$ cat src/rtl/hex_scan_pkg.sv
// Shared definitions for the hex_scan display scanner: the active-low hex font,
// the all-off segment code and a counter-width helper.
package hex_scan_pkg;

    localparam logic [6:0] SEG_OFF = 7'h7F;

    // {g,f,e,d,c,b,a}, a segment is lit when its bit is 0
    localparam logic [6:0] FONT [16] = '{
        7'h40, 7'h79, 7'h24, 7'h30, 7'h19, 7'h12, 7'h02, 7'h78,
        7'h00, 7'h10, 7'h08, 7'h03, 7'h46, 7'h21, 7'h06, 7'h0E
    };

    function automatic int unsigned cnt_width(input int unsigned n);
        return (n < 2) ? 1 : $clog2(n);
    endfunction

endpackage

$ cat src/rtl/hex_scan_if.sv
// Pin-side bundle of the hex_scan block: display requests in, scan pins out.
interface hex_scan_if #(
    parameter int N_DIGITS = 8
);
    logic                  en;
    logic [4*N_DIGITS-1:0] disp_data;
    logic [N_DIGITS-1:0]   dp;
    logic [N_DIGITS-1:0]   blank_mask;
    logic                  lz_blank;
    logic [3:0]            brightness;
    logic [N_DIGITS-1:0]   sel;
    logic [6:0]            seg;
    logic                  dp_out;
    logic                  frame_tick;

    modport master (
        output en, disp_data, dp, blank_mask, lz_blank, brightness,
        input  sel, seg, dp_out, frame_tick
    );

    modport slave (
        input  en, disp_data, dp, blank_mask, lz_blank, brightness,
        output sel, seg, dp_out, frame_tick
    );
endinterface

$ cat src/rtl/hex_scan_font.sv
// Nibble to 7-segment lookup; the code is always active-low, the parent applies polarity.
module hex_scan_font
    import hex_scan_pkg::*;
(
    input  logic [3:0] nibble,
    output logic [6:0] code
);
    assign code = FONT[nibble];
endmodule

$ cat src/rtl/hex_scan.sv
// Multiplexed N-digit hex 7-segment scanner with frame-synchronous shadow latch,
// anti-ghost guard, blanking and decimal points. Define HEX_SCAN_DIM_EN to build PWM dimming.
module hex_scan
    import hex_scan_pkg::*;
#(
    parameter int CLK_HZ         = 50_000_000,
    parameter int SCAN_HZ        = 1000,
    parameter int N_DIGITS       = 8,
    parameter int GUARD_CYCLES   = 2,
    parameter int SEL_ACTIVE_LOW = 0,
    parameter int SEG_ACTIVE_LOW = 1
) (
    input logic       clk,
    input logic       reset,
    hex_scan_if.slave bus
);
    localparam int DIV = CLK_HZ / SCAN_HZ;
    localparam int CW  = int'(cnt_width(DIV));
    localparam int IW  = int'(cnt_width(N_DIGITS));

    localparam logic [CW-1:0]       CNT_LAST = CW'(DIV - 1);
    localparam logic [IW-1:0]       IDX_LAST = IW'(N_DIGITS - 1);
    localparam logic [N_DIGITS-1:0] SEL_ONE  = N_DIGITS'(1);
    localparam logic [N_DIGITS-1:0] SEL_IDLE = (SEL_ACTIVE_LOW != 0) ? {N_DIGITS{1'b1}} : '0;
    localparam logic [6:0]          SEG_DARK = (SEG_ACTIVE_LOW != 0) ? SEG_OFF : ~SEG_OFF;
    localparam logic                DP_DARK  = (SEG_ACTIVE_LOW != 0);

    logic [CW-1:0]         cnt_q, cnt_d;
    logic [IW-1:0]         idx_q, idx_d;
    logic [4*N_DIGITS-1:0] disp_s_q, disp_s_d;
    logic [N_DIGITS-1:0]   dp_s_q, dp_s_d;
    logic [N_DIGITS-1:0]   blank_s_q, blank_s_d;
    logic                  lz_s_q, lz_s_d;
    logic [N_DIGITS-1:0]   sel_q, sel_d;
    logic [6:0]            seg_q, seg_d;
    logic                  dp_out_q, dp_out_d;
    logic                  frame_tick_q, frame_tick_d;

    logic                  frame_load;
    logic [N_DIGITS-1:0]   dark;
    logic                  zero_run;
    logic [31:0]           on_cnt;
    logic [3:0]            nibble;
    logic [6:0]            font_code;
    logic                  digit_on;
    logic                  in_window;

    // Prescaler and digit index; disabling parks the scan at digit 0, cnt 0.
    always_comb begin
        cnt_d = cnt_q;
        idx_d = idx_q;
        if (!bus.en) begin
            cnt_d = '0;
            idx_d = '0;
        end else if (cnt_q == CNT_LAST) begin
            cnt_d = '0;
            idx_d = (idx_q == IDX_LAST) ? '0 : idx_q + IW'(1);
        end else begin
            cnt_d = cnt_q + CW'(1);
        end
    end

    assign frame_load = (cnt_d == '0) && (idx_d == '0);

    always_comb begin
        disp_s_d  = frame_load ? bus.disp_data  : disp_s_q;
        dp_s_d    = frame_load ? bus.dp         : dp_s_q;
        blank_s_d = frame_load ? bus.blank_mask : blank_s_q;
        lz_s_d    = frame_load ? bus.lz_blank   : lz_s_q;
    end

    // A digit is lz-dark when it and every more-significant nibble are zero.
    always_comb begin
        dark     = blank_s_q;
        zero_run = 1'b1;
        for (int i = N_DIGITS - 1; i >= 1; i--) begin
            zero_run = zero_run && (disp_s_q[4*i +: 4] == 4'h0);
            if (lz_s_q && zero_run) begin
                dark[i] = 1'b1;
            end
        end
    end

`ifdef HEX_SCAN_DIM_EN
    logic [3:0]  bright_s_q, bright_s_d;
    logic [31:0] on_raw;

    assign bright_s_d = frame_load ? bus.brightness : bright_s_q;

    always_ff @(posedge clk or posedge reset) begin
        if (reset) begin
            bright_s_q <= '0;
        end else begin
            bright_s_q <= bright_s_d;
        end
    end

    always_comb begin
        on_raw = ((32'(bright_s_q) + 32'd1) * 32'(DIV)) >> 4;
        on_cnt = on_raw;
        if (on_raw > 32'(DIV)) begin
            on_cnt = 32'(DIV);
        end
        if (on_raw < 32'(GUARD_CYCLES + 1)) begin
            on_cnt = 32'(GUARD_CYCLES + 1);
        end
    end
`else
    logic unused_brightness;

    assign unused_brightness = ^bus.brightness;
    assign on_cnt            = 32'(DIV);
`endif

    assign nibble = disp_s_q[{idx_q, 2'b00} +: 4];

    hex_scan_font u_font (
        .nibble (nibble),
        .code   (font_code)
    );

    // Output stage: seg shows through the guard, sel and dp only inside the on window.
    always_comb begin
        sel_d        = SEL_IDLE;
        seg_d        = SEG_DARK;
        dp_out_d     = DP_DARK;
        digit_on     = bus.en && !dark[idx_q];
        in_window    = (32'(cnt_q) >= 32'(GUARD_CYCLES)) && (32'(cnt_q) < on_cnt);
        frame_tick_d = bus.en && (cnt_q == '0) && (idx_q == '0);
        if (digit_on) begin
            seg_d = (SEG_ACTIVE_LOW != 0) ? font_code : ~font_code;
            if (in_window) begin
                sel_d    = SEL_IDLE ^ (SEL_ONE << idx_q);
                dp_out_d = dp_s_q[idx_q] ? ~DP_DARK : DP_DARK;
            end
        end
    end

    always_ff @(posedge clk or posedge reset) begin
        if (reset) begin
            cnt_q        <= '0;
            idx_q        <= '0;
            disp_s_q     <= '0;
            dp_s_q       <= '0;
            blank_s_q    <= '0;
            lz_s_q       <= 1'b0;
            sel_q        <= SEL_IDLE;
            seg_q        <= SEG_DARK;
            dp_out_q     <= DP_DARK;
            frame_tick_q <= 1'b0;
        end else begin
            cnt_q        <= cnt_d;
            idx_q        <= idx_d;
            disp_s_q     <= disp_s_d;
            dp_s_q       <= dp_s_d;
            blank_s_q    <= blank_s_d;
            lz_s_q       <= lz_s_d;
            sel_q        <= sel_d;
            seg_q        <= seg_d;
            dp_out_q     <= dp_out_d;
            frame_tick_q <= frame_tick_d;
        end
    end

    assign bus.sel        = sel_q;
    assign bus.seg        = seg_q;
    assign bus.dp_out     = dp_out_q;
    assign bus.frame_tick = frame_tick_q;

endmodule

$ cat src/flat_wrapper.sv
// flat-port wrapper written by rule: the top's interface ports become plain ports
module hex_scan_flat import hex_scan_pkg::*;
#(
    parameter int CLK_HZ         = 50_000_000,
    parameter int SCAN_HZ        = 1000,
    parameter int N_DIGITS       = 8,
    parameter int GUARD_CYCLES   = 2,
    parameter int SEL_ACTIVE_LOW = 0,
    parameter int SEG_ACTIVE_LOW = 1
)
  (clk, reset, bus_en, bus_disp_data, bus_dp, bus_blank_mask, bus_lz_blank, bus_brightness, bus_sel, bus_seg, bus_dp_out, bus_frame_tick);
  hex_scan_if #(.N_DIGITS(N_DIGITS)) bus_i ();
  input logic clk;
  input logic reset;
  input wire logic [$bits(bus_i.en)-1:0] bus_en;
  input wire logic [$bits(bus_i.disp_data)-1:0] bus_disp_data;
  input wire logic [$bits(bus_i.dp)-1:0] bus_dp;
  input wire logic [$bits(bus_i.blank_mask)-1:0] bus_blank_mask;
  input wire logic [$bits(bus_i.lz_blank)-1:0] bus_lz_blank;
  input wire logic [$bits(bus_i.brightness)-1:0] bus_brightness;
  output wire logic [$bits(bus_i.sel)-1:0] bus_sel;
  output wire logic [$bits(bus_i.seg)-1:0] bus_seg;
  output wire logic [$bits(bus_i.dp_out)-1:0] bus_dp_out;
  output wire logic [$bits(bus_i.frame_tick)-1:0] bus_frame_tick;
  assign bus_i.en = bus_en;
  assign bus_i.disp_data = bus_disp_data;
  assign bus_i.dp = bus_dp;
  assign bus_i.blank_mask = bus_blank_mask;
  assign bus_i.lz_blank = bus_lz_blank;
  assign bus_i.brightness = bus_brightness;
  assign bus_sel = bus_i.sel;
  assign bus_seg = bus_i.seg;
  assign bus_dp_out = bus_i.dp_out;
  assign bus_frame_tick = bus_i.frame_tick;
  hex_scan #(.CLK_HZ(CLK_HZ), .SCAN_HZ(SCAN_HZ), .N_DIGITS(N_DIGITS), .GUARD_CYCLES(GUARD_CYCLES), .SEL_ACTIVE_LOW(SEL_ACTIVE_LOW), .SEG_ACTIVE_LOW(SEG_ACTIVE_LOW)) u_core (.clk(clk), .reset(reset), .bus(bus_i));
endmodule
$ cat config.mk
export PLATFORM = sky130hd
export DESIGN_NAME = hex_scan_flat
export DESIGN_NICKNAME = d
export VERILOG_FILES = /design/src/rtl/hex_scan_pkg.sv /design/src/rtl/hex_scan_if.sv /design/src/rtl/hex_scan_font.sv /design/src/rtl/hex_scan.sv /design/src/flat_wrapper.sv
export SDC_FILE = /design/constraint.sdc
export NUM_CORES = 1
export LEC_CHECK = 0
export CORE_MARGIN = 8
export CORE_UTILIZATION = 50
export CTS_BUF_LIST = sky130_fd_sc_hd__clkbuf_8
export CTS_CLUSTER_DIAMETER = 120
export DETAILED_ROUTE_END_ITERATION = 10
export PLACE_DENSITY = 0.83
export SLEW_MARGIN = 20
export SYNTH_ARGS = -nofsm -noshare
export SYNTH_HDL_FRONTEND = slang
export SYNTH_SLANG_ARGS = --single-unit
$ cat constraint.sdc
create_clock -name clk -period 2.87 [get_ports clk]
set_input_delay 0.574 -clock clk [delete_from_list [all_inputs] [get_ports clk]]
set_output_delay 0.574 -clock clk [all_outputs]
set_load 0.01 [all_outputs]
# Yosys cells after proc, flatten, opt, wreduce, memory -nomap -nowiden
# Memory sizes are Yosys's and may differ from the RTL's.
# Cells that the tools add are included.
totals:
  ff_bits: 85
  romBits: 112
  input_bits: 56
  output_inout_bits: 17
  elab_cells: 76
  n_memories: 1
memory_table:
  columns: ["memory", "depth", "word_bits", "rd", "rd_ports_with_merged_regs", "write_ports", "line", "rtl"]
  rows:
  - ["(name not given)", 16, 7, 1, 0, 0, "hex_scan_font.sv:8", "assign code = FONT[nibble];"]
op_classes:
  addsub: 2
  n_lt_le_gt_ge: 4
  n_eq_ne: 2
  shifts: 2
  n_mux: 24
  bitwise: 1
  n_reduce_logical: 30
op_table:
  columns: ["op", "n"]
  rows:
  - ["$logic_not 16->1", 2]
  - ["$mux 16", 2]
  - ["$shiftx 32x6->4", 1]
  - ["$logic_not 4->1", 7]
  - ["$mux 7", 3]
  - ["$logic_and 1x1->1", 18]
  - ["$add 16x1->16 const B", 1]
  - ["$eq 16x16->1 const B", 1]
  - ["$ge 16x2->1 const B", 1]
  - ["$lt 16x16->1 const B", 1]
  - ["$mux 8", 2]
  - ["$mux 1", 12]
  - ["$mux 3", 3]
  - ["$shl 1x3->8 const A", 1]
  - ["$bmux 1 s3", 2]
  - ["$logic_not 3->1", 2]
  - ["$ge 5x5->1 const B", 1]
  - ["$not 4->5", 1]
  - ["$lt 3x4->1 const B", 1]
  - ["$add 3x1->3 const B", 1]
  - ["$eq 3x3->1 const B", 1]
  - ["$logic_not 1->1", 1]

# Depth between registers and ports, before layout
# Gate-level depths: netlist of run 1.
logic_depth:
  ltp_word: 14
  ltp_mapped: 12
  depth_no_buf: 9

# Cells and area by module
# Synthesis of run 1 repeated with hierarchy kept, for this count alone.
unflattened:
  hier_cells: 609
  hier_area_um2: 5811.8
by_module_without_submodules:
  columns: ["module", "n_inst", "cells_per_inst", "area_per_inst_um2", "seq_area_each_um2"]
  rows:
  - ["hex_scan", 1, 577, 5536.6, 2137.0]
  - ["hex_scan_font", 1, 32, 275.3, 0.0]

# Worst setup path before layout of run 1
# OpenSTA, ideal clock, no wires.
synth_timing:
  path_kind: "register to register"
  start: "register u_core.idx_q[1]"
  end: "register u_core.blank_s_q[7]"
  setup_ns: 0.127
  t_arrival_ns: 2.592
  required_time_ns: 2.743
  path_slack_ns: 0.151
  stages_incl_launch_ff: 13
  path_buffers: 4
  synth_period_minus_slack_ns: 2.719
  cell_sequence: "dfrtp_1 clkbuf_1 buf_1 inv_1 ha_1 nor2b_1 o21ai_0 o21ai_0 a21oi_1 a211oi_2 buf_4 buf_6 mux2_1"
synth_between:
  elab_chain_len: 6
  elab_cells_between_ends: 7
  cone_classes: "add/sub (1); eq/ne (1); mux (3); reduce/logical (2)"
synth_lines:
  columns: ["element", "line", "rtl"]
  rows:
  - ["from (decl)", "hex_scan.sv:29", "logic [IW-1:0] idx_q, idx_d;"]
  - ["from (signal assigned)", "hex_scan.sv:153", "idx_q <= idx_d;"]
  - ["$add 3x1->3 / $eq 3x3->1 (equally long branches)", "hex_scan.sv:57", "idx_d = (idx_q == IDX_LAST) ? '0 : idx_q + IW'(1);"]
  - ["$mux 3", "hex_scan.sv:57", null]
  - ["$mux 3 *", "hex_scan.sv:55", "end else if (cnt_q == CNT_LAST) begin"]
  - ["$mux 3 *", "hex_scan.sv:52", "if (!bus.en) begin"]
  - ["$logic_not 3->1 *", "hex_scan.sv:63", "assign frame_load = (cnt_d == '0) && (idx_d == '0);"]
  - ["$logic_and 1x1->1 *", "hex_scan.sv:63", null]
  - ["to (signal assigned)", "hex_scan.sv:156", "blank_s_q <= blank_s_d;"]
  - ["to (decl)", "hex_scan.sv:32", "logic [N_DIGITS-1:0] blank_s_q, blank_s_d;"]
# Mark *: on every way between the ends. The rest lies on a longest branch, timed or not.
# A chain may end at the register's enable or synchronous reset.

# Final worst setup path of run 1
layout_timing:
  start: "register u_core.cnt_q[11]"
  end: "register u_core.dp_s_q[3]"
layout_between:
  elab_chain_len: 5
  elab_cells_between_ends: 9
  cone_classes: "add/sub (1); eq/ne (1); mux (4); reduce/logical (3)"
layout_lines:
  columns: ["element", "line", "rtl"]
  rows:
  - ["from (decl)", "hex_scan.sv:28", "logic [CW-1:0] cnt_q, cnt_d;"]
  - ["from (signal assigned)", "hex_scan.sv:152", "cnt_q <= cnt_d;"]
  - ["$add 16x1->16 / $eq 16x16->1 (equally long branches)", "hex_scan.sv:59, hex_scan.sv:55", null]
  - ["$mux 16 / $mux 3 (equally long branches)", "hex_scan.sv:55", null]
  - ["$mux 16 / $mux 3 (equally long branches)", "hex_scan.sv:52", null]
  - ["$logic_not 16->1 / $logic_not 3->1 (equally long branches)", "hex_scan.sv:63", null]
  - ["$logic_and 1x1->1 *", "hex_scan.sv:63", null]
  - ["to (signal assigned)", "hex_scan.sv:155", "dp_s_q <= dp_s_d;"]
  - ["to (decl)", "hex_scan.sv:31", "logic [N_DIGITS-1:0] dp_s_q, dp_s_d;"]
# Marked as above.

==> impl_metrics.json, run 1 <==
{
  "post-synth-top-count-cell": "dfrtp_1",
  "diodes": 0,
  "dp_hpwl_um": 7330,
  "wl_per_cell_um": 17.8,
  "status": "finished clean",
  "power_switching_uw": 792,
  "synthCells": 386,
  "cts.sinks": 85,
  "worst_slack_ps": 252,
  "setup_viol": 0,
  "path_clk_slew_ps": 80,
  "cp.required_ps": 3110,
  "core_um2": 8640,
  "ys_types": 56,
  "drc": 0,
  "r2r_end": "u_core.dp_s_q[3]$_DFFE_PP0P_",
  "ctsRootBufferMaster": "clkbuf_8",
  "period_share_pct": 91.2,
  "crit_path_max_fanout": 25,
  "worstPathArrival_ps": 2860,
  "drtPass1Iterations": 5,
  "drv_slew": 0,
  "async_flop_share_pct": 100,
  "syn_area_um2": 4420,
  "die_area_um2": 12100,
  "path_class": "register to register",
  "crit_chain": "nor4_2 > nand4_1 > o21ai_0 > a21oi_1 > a211oi_4 > buf_4 > buf_12 > mux2_2",
  "skew_ps": 14.1,
  "tightest_slew_ps": 542,
  "antenna_found_initial": 0,
  "clock_power_share_pct": 32.8,
  "finalPower_mw": 2.98,
  "p_int_mw": 2.19,
  "drt-total-wl_um": 10300,
  "layout-drive-gt1-share_pct": 22.6,
  "cts_buffers": 9,
  "ir_drop_mv": 0.359,
  "reg2reg_slack_ps": 250,
  "yosys.area.top_type": "dfrtp_1",
  "placed_area_um2": 5310,
  "dieWidth_um": 110,
  "cts.path.max_buffers": 2,
  "fin_nets": 533,
  "cp-startpoint": "u_core.cnt_q[11]$_DFF_PP0_",
  "yosys_most_used_dff": "dfrtp_1",
  "leakage_nw": 2.35,
  "syn-num-nets": 456,
  "r2r-start": "u_core.cnt_q[11]$_DFF_PP0_",
  "critPathTopFamily": "simple AND/OR/NAND/NOR gates",
  "synth.area.top_cells": "dfrtp_1 (44%), mux2_2 (10%), mux4_2 (5.1%), dfstp_2 (4.8%), ha_1 (4.0%)",
  "synth-edff-count": 0,
  "regArea_um2": 2140,
  "yosysSeqAreaShare_pct": 48.4,
  "critPathLaunchType": "register",
  "slowest_delay_ps": 480,
  "final_area_um2": 5590,
  "holdWs_ps": 485,
  "avgSynthCellArea_um2": 11.4,
  "globalRouteOverflowTotal": 0,
  "power.density_nw_per_um2": 533,
  "cp_num_cells": 8,
  "detailroute.via_count": 3378,
  "maxCapViolCount": 0,
  "synth_warnings": 0,
  "hold_viol_final": 0,
  "final.min_clock_period_ps": 2620,
  "slowest_stage": "nor4_2",
  "hold_start": "u_core.lz_s_q$_DFFE_PP0P_",
  "initial_core_util_pct": 51.1,
  "routabilityCongestion": 0.847,
  "hold_path_class": "register to register",
  "postCtsHoldBufs": 0,
  "rsz0062_at_grt": "false",
  "cts-htree-levels": 3,
  "rr_worst_depth": 8,
  "dp_slack_ps": 216,
  "grt_pass1_vias": 3375,
  "fin_tns_setup_ps": 0,
  "synth_top_area_share_pct": 43.6,
  "switching_share_pct": 26.6,
  "ioPinCount": 73,
  "die-height_um": 110,
  "num_rows": 34,
  "portBuffers": 68,
  "worst_setup_path_end_kind": "register",
  "syn_to_final_growth_pct": 26.5,
  "seq_power_share_pct": 47.9,
  "grtUsageTotal_pct": 17.4,
  "drt_iter0_markers": 188,
  "synthTopCellsByCount": "dfrtp_1 (77), mux2_2 (40), nand2_1 (29), nor2_1 (24), clkbuf_1 (16)",
  "cts_tree": "yes",
  "slew_headroom_pct": 63.7,
  "grt_pass1_wl_um": 16500,
  "whs_path_depth": 1,
  "clock_latency_ps": 360,
  "multiInputGateArea_um2": 2140,
  "min_to": "u_core.lz_s_q$_DFFE_PP0P_",
  "n_fill_cell": 669,
  "viasPerCell": 5.86,
  "max_freq_mhz": 382,
  "ant_nets": 0,
  "combPwrFrac_pct": 19.3,
  "grt_max_degree": 50,
  "ys_seq_elements": 85,
  "worst-path-buf-inv": 2
}
power by group through the flow:
stage,clock (mW),combinational [mW],sequential [mW]
3_5_place_dp,0,0.551,1.45
6_report,0.978,0.574,1.43
4_1_cts,0.994,0.556,1.43
2_1_floorplan,0,0.353,1.43
3_3_place_gp,0,0.533,1.44
5_1_grt,1.04,0.625,1.45
through the flow:
stage	utilization [%]	cells
floorplan	-	386
global placement	61.4	557
detailed placement	61.4	557
CTS	64.1	573
global route	64.7	576
finish	64.7	576
final cells by class:
cell class                 count  share of cell area [%]
sequential                    85                    38.3
clock buffer                  10                    2.46
multi-input combinational    265                    38.3
tap                          108                    2.42
clock inverter                 6                    1.68
inverter                      10                   0.694
timing repair buffer          92                    16.2
logic make-up (layout without fill, tap and decap cells):
| logic type | count (synthesis) | in the layout | share of synthesized area (%) |
|---|---|---|---|
| and+or+nand+nor | 122 | 122 | 14.5 |
| adders and majority gates | 14 | 14 | 3.97 |
| muxes | 66 | 66 | 19.2 |
| buffers and inverters | 36 | 118 | 3.51 |
| DFF | 85 | 85 | 48.4 |
| AOI/OAI and AO/OA | 49 | 49 | 7.65 |
| xor gates and xnor gates | 14 | 14 | 2.78 |
sequential cells by signal, indices dropped and copies added (netlist names):
| register | cells |
|---|---|
| u_core.disp_s_q | 32 |
| u_core.cnt_q | 16 |
| u_core.blank_s_q | 8 |
| u_core.bus.sel | 8 |
| u_core.dp_s_q | 8 |
| u_core.bus.seg | 7 |
| u_core.idx_q | 3 |
| u_core.bus.dp_out | 1 |
| u_core.bus.frame_tick | 1 |
| u_core.lz_s_q | 1 |
placed cells by master, fill, tap and decap left out, types with 5 or more instances in the layout:
master	instances
dfrtp_1	76
clkdlybuf4s50_1	68
mux2_2	40
nand2_1	29
nor2_1	24
buf_4	20
and3_1	14
ha_1	14
a21oi_1	12
mux2_1	10
mux4_2	10
clkbuf_8	10
nand3_1	9
nor4_1	9
xnor2_1	9
o21ai_0	9
inv_1	8
dfstp_2	8
or3_1	7
nor3_1	6
nand4_1	6
mux2i_1	6
xor2_1	5
repair_timing:
item                                    CTS  global route
endpoints found under the setup margin    0            29
setup buffers                             0             1
resized for setup                         0             2
how the worst max path moves through the flow:
stage                                      endpoint  slack (ps)
finish                 u_core.dp_s_q[3]$_DFFE_PP0P_         250
global route        u_core.disp_s_q[16]$_DFFE_PP0P_          30
CTS                 u_core.disp_s_q[27]$_DFFE_PP0P_         200
detailed placement   u_core.disp_s_q[8]$_DFFE_PP0P_         220
global placement     u_core.disp_s_q[2]$_DFFE_PP0P_         210
floorplan           u_core.blank_s_q[0]$_DFFE_PP0P_         120
per-layer routing:
| metal | up-vias | track usage [%] | routed length [um] |
|---|---|---|---|
| li1 | 1557 | - | - |
| met1 | 1642 | 22.4 | 4170 |
| met2 | 158 | 27.6 | 5030 |
| met3 | 21 | 4.36 | 869 |
| met4 | 0 | 6.75 | 204 |
| met5 | - | 0 | 0 |
Note: power is estimated with default switching activity, not from simulation.
==> inputs of run 2 (changes only) <==
--- a/config.mk
+++ b/config.mk
@@ -6,7 +6,7 @@
 export NUM_CORES = 1
 export LEC_CHECK = 0
 export CORE_MARGIN = 8
-export CORE_UTILIZATION = 50
+export CORE_UTILIZATION = 52
 export CTS_BUF_LIST = sky130_fd_sc_hd__clkbuf_8
 export CTS_CLUSTER_DIAMETER = 120
 export DETAILED_ROUTE_END_ITERATION = 10
@@ -14,4 +14,5 @@
 export SLEW_MARGIN = 20
 export SYNTH_ARGS = -nofsm -noshare
 export SYNTH_HDL_FRONTEND = slang
+export SYNTH_HIERARCHICAL = 1
 export SYNTH_SLANG_ARGS = --single-unit
==> impl_metrics.json, run 2 <==
{
  "final_common_cell": "dfrtp_1",
  "ant_nets": 0,
  "ir_drop_mv": 0.336,
  "diodes": 0,
  "dieWidth_um": 122,
  "die-height_um": 122,
  "globalRouteOverflowTotal": 0,
  "path_clk_slew_ps": 90,
  "synth_top_area_share_pct": 33.2,
  "num_rows": 38,
  "avgSynthCellArea_um2": 9.54,
  "synthCells": 609,
  "die_area_um2": 14800,
  "max_flop_register": "u_core/disp_s_q",
  "detailroute.via_count": 5198,
  "grt_pass1_vias": 5266,
  "fin_tns_setup_ps": 0,
  "dp_hpwl_um": 10100,
  "leakage_nw": 2.91,
  "multiInputGateArea_um2": 3350,
  "largest_reg_flops": 32,
  "wl_per_cell_um": 19.4,
  "drt_iter0_markers": 617,
  "reg2reg_slack_ps": 160,
  "period_share_pct": 94.5,
  "power.density_nw_per_um2": 491,
  "r2r_end": "u_core/dp_s_q[3]$_DFFE_PP0P_",
  "grt_max_degree": 62,
  "post-synth-top-count-cell": "dfrtp_1",
  "rr_worst_depth": 8,
  "yosysSeqAreaShare_pct": 36.8,
  "final.min_clock_period_ps": 2710,
  "syn_area_um2": 5810,
  "core_um2": 10900,
  "placed_area_um2": 6680,
  "grtUsageTotal_pct": 21.2,
  "antenna_found_initial": 0,
  "cts_tree": "yes",
  "worstPathArrival_ps": 2960,
  "regArea_um2": 2140,
  "r2r-start": "u_core/cnt_q[12]$_DFF_PP0_",
  "synth_warnings": 6,
  "drc": 0,
  "layout-drive-gt1-share_pct": 11.8,
  "setup_viol": 0,
  "dpl.cell_count": 788,
  "max_freq_mhz": 369,
  "n_fill_cell": 884,
  "syn-num-nets": 681,
  "slew_headroom_pct": 49.4,
  "ys_seq_elements": 85,
  "cts_buffers": 9,
  "fin_cells": 808,
  "path_class": "register to register",
  "yosys.area.top_type": "dfrtp_1",
  "drt-total-wl_um": 15700,
  "async_flop_share_pct": 100,
  "grt_pass1_wl_um": 25700,
  "final_area_um2": 6970,
  "initial_core_util_pct": 53.4,
  "crit_path_max_fanout": 40,
  "cts.sinks": 85,
  "fin_nets": 735,
  "critPathLaunchType": "register",
  "ioPinCount": 73,
  "viasPerCell": 6.43,
  "most-common-layout-cells": "dfrtp_1 (76), clkdlybuf4s50_1 (68), nand3_1 (57)",
  "worst_setup_path_end_kind": "register",
  "tightest_slew_ps": 750,
  "cts-htree-levels": 3,
  "routabilityCongestion": 0.888,
  "top_regs": "u_core/disp_s_q (32), u_core/cnt_q (16)",
  "synth.area.top_cells": "dfrtp_1 (33%), mux2i_1 (9.3%), o211ai_1 (6.3%), nand4_1 (6.0%), and2_1 (5.6%)",
  "ys_types": 58,
  "rsz0062_at_grt": "false",
  "maxCapViolCount": 0,
  "syn_to_final_growth_pct": 19.8,
  "skew_ps": 7.31,
  "cp.required_ps": 3120,
  "synth-edff-count": 0,
  "drv_slew": 0,
  "portBuffers": 68,
  "hold_path_class": "input pin to async pin",
  "hold_viol_final": 0,
  "drtPass1Iterations": 5,
  "clock_latency_ps": 360,
  "synthTopCellsByCount": "dfrtp_1 (77), nand3_1 (57), nand4_1 (56), mux2i_1 (54), and2_1 (52)",
  "holdWs_ps": 533,
  "ctsRootBufferMaster": "clkbuf_8",
  "cts.path.max_buffers": 2,
  "status": "finished clean",
  "yosys_most_used_dff": "dfrtp_1"
}
run 2: cell families after synthesis:
kind of cell,Yosys count,share of synthesized area [%]
DFF,85,36.8
xor gates and xnor gates,11,1.66
muxes,66,13.8
adders and majority gates,16,3.44
AOI/OAI and AO/OA,86,11.2
and+or+nand+nor,278,27.0
buffers and inverters,67,6.05
run 2: stage by stage:
stage	util, %	setup slack, ps	power (mW)
after detailed placement	61.3	144	2.37
final	64.0	157	3.42
after floorplan	-	11.0	2.08
after global routing	64.0	15.5	3.60
after CTS	63.5	95.4	3.41
after global placement	61.3	158	2.33
run 2: final cells by class:
cell class / instances / area share (%)
repair buffers: 97 / 14.5
inverters: 13 / 0.719
flip-flops and latches: 85 / 30.7
well taps: 140 / 2.51
clock inverters: 7 / 1.65
clock buffers: 9 / 1.78
multi-input cells: 457 / 48.1
run 2: repair_timing:
| action | in CTS | in global routing |
|---|---|---|
| setup endpoints to repair | 0 | 31 |
| gates resized for setup | 0 | 3 |
| hold buffers | 0 | 0 |
| buffers inserted | 0 | 2 |
run 2: worst max-delay path: stages, from the launching register on:
cell and delay [ps]:
dfrtp_1 440, or4_4 560, nor4_2 410, o21ai_1 210, a211oi_4 180, buf_4 190
buf_12 240, mux2i_1 240, nand3_1 100
run 2: worst max-delay path by stage:
stage                                            endpoint  slack [ps]  cells past startpoint                        from
after detailed placement   u_core/disp_s_q[1]$_DFFE_PP0P_         140                      7  u_core/cnt_q[12]$_DFF_PP0_
after CTS                 u_core/disp_s_q[20]$_DFFE_PP0P_         100                      7  u_core/cnt_q[12]$_DFF_PP0_
after global routing      u_core/disp_s_q[27]$_DFFE_PP0P_          20                      8  u_core/cnt_q[12]$_DFF_PP0_
final                        u_core/dp_s_q[3]$_DFFE_PP0P_         160                      8  u_core/cnt_q[12]$_DFF_PP0_
after global placement     u_core/disp_s_q[9]$_DFFE_PP0P_         160                      7  u_core/cnt_q[12]$_DFF_PP0_
after floorplan               u_core/bus.seg[0]$_DFF_PP1_          10                     11   u_core/idx_q[0]$_DFF_PP0_
run 2: routing by layer:
| metal | track usage, % | share of wire (%) | up-vias |
|---|---|---|---|
| li1 | - | - | 2395 |
| met1 | 26.4 | 41 | 2532 |
| met5 | 0 | 0 | - |
| met4 | 7.40 | 2.1 | 0 |
| met3 | 4.86 | 7.5 | 30 |
| met2 | 35.5 | 50 | 241 |
run 2: report_power, final:
group	internal [mW]	total (mW)	switching (mW)	leakage (nW)
clock	0.577	1.03	0.456	0.126
sequential	1.36	1.52	0.160	1.03
combinational	0.431	0.864	0.433	1.76
total	2.37	3.42	1.05	2.91
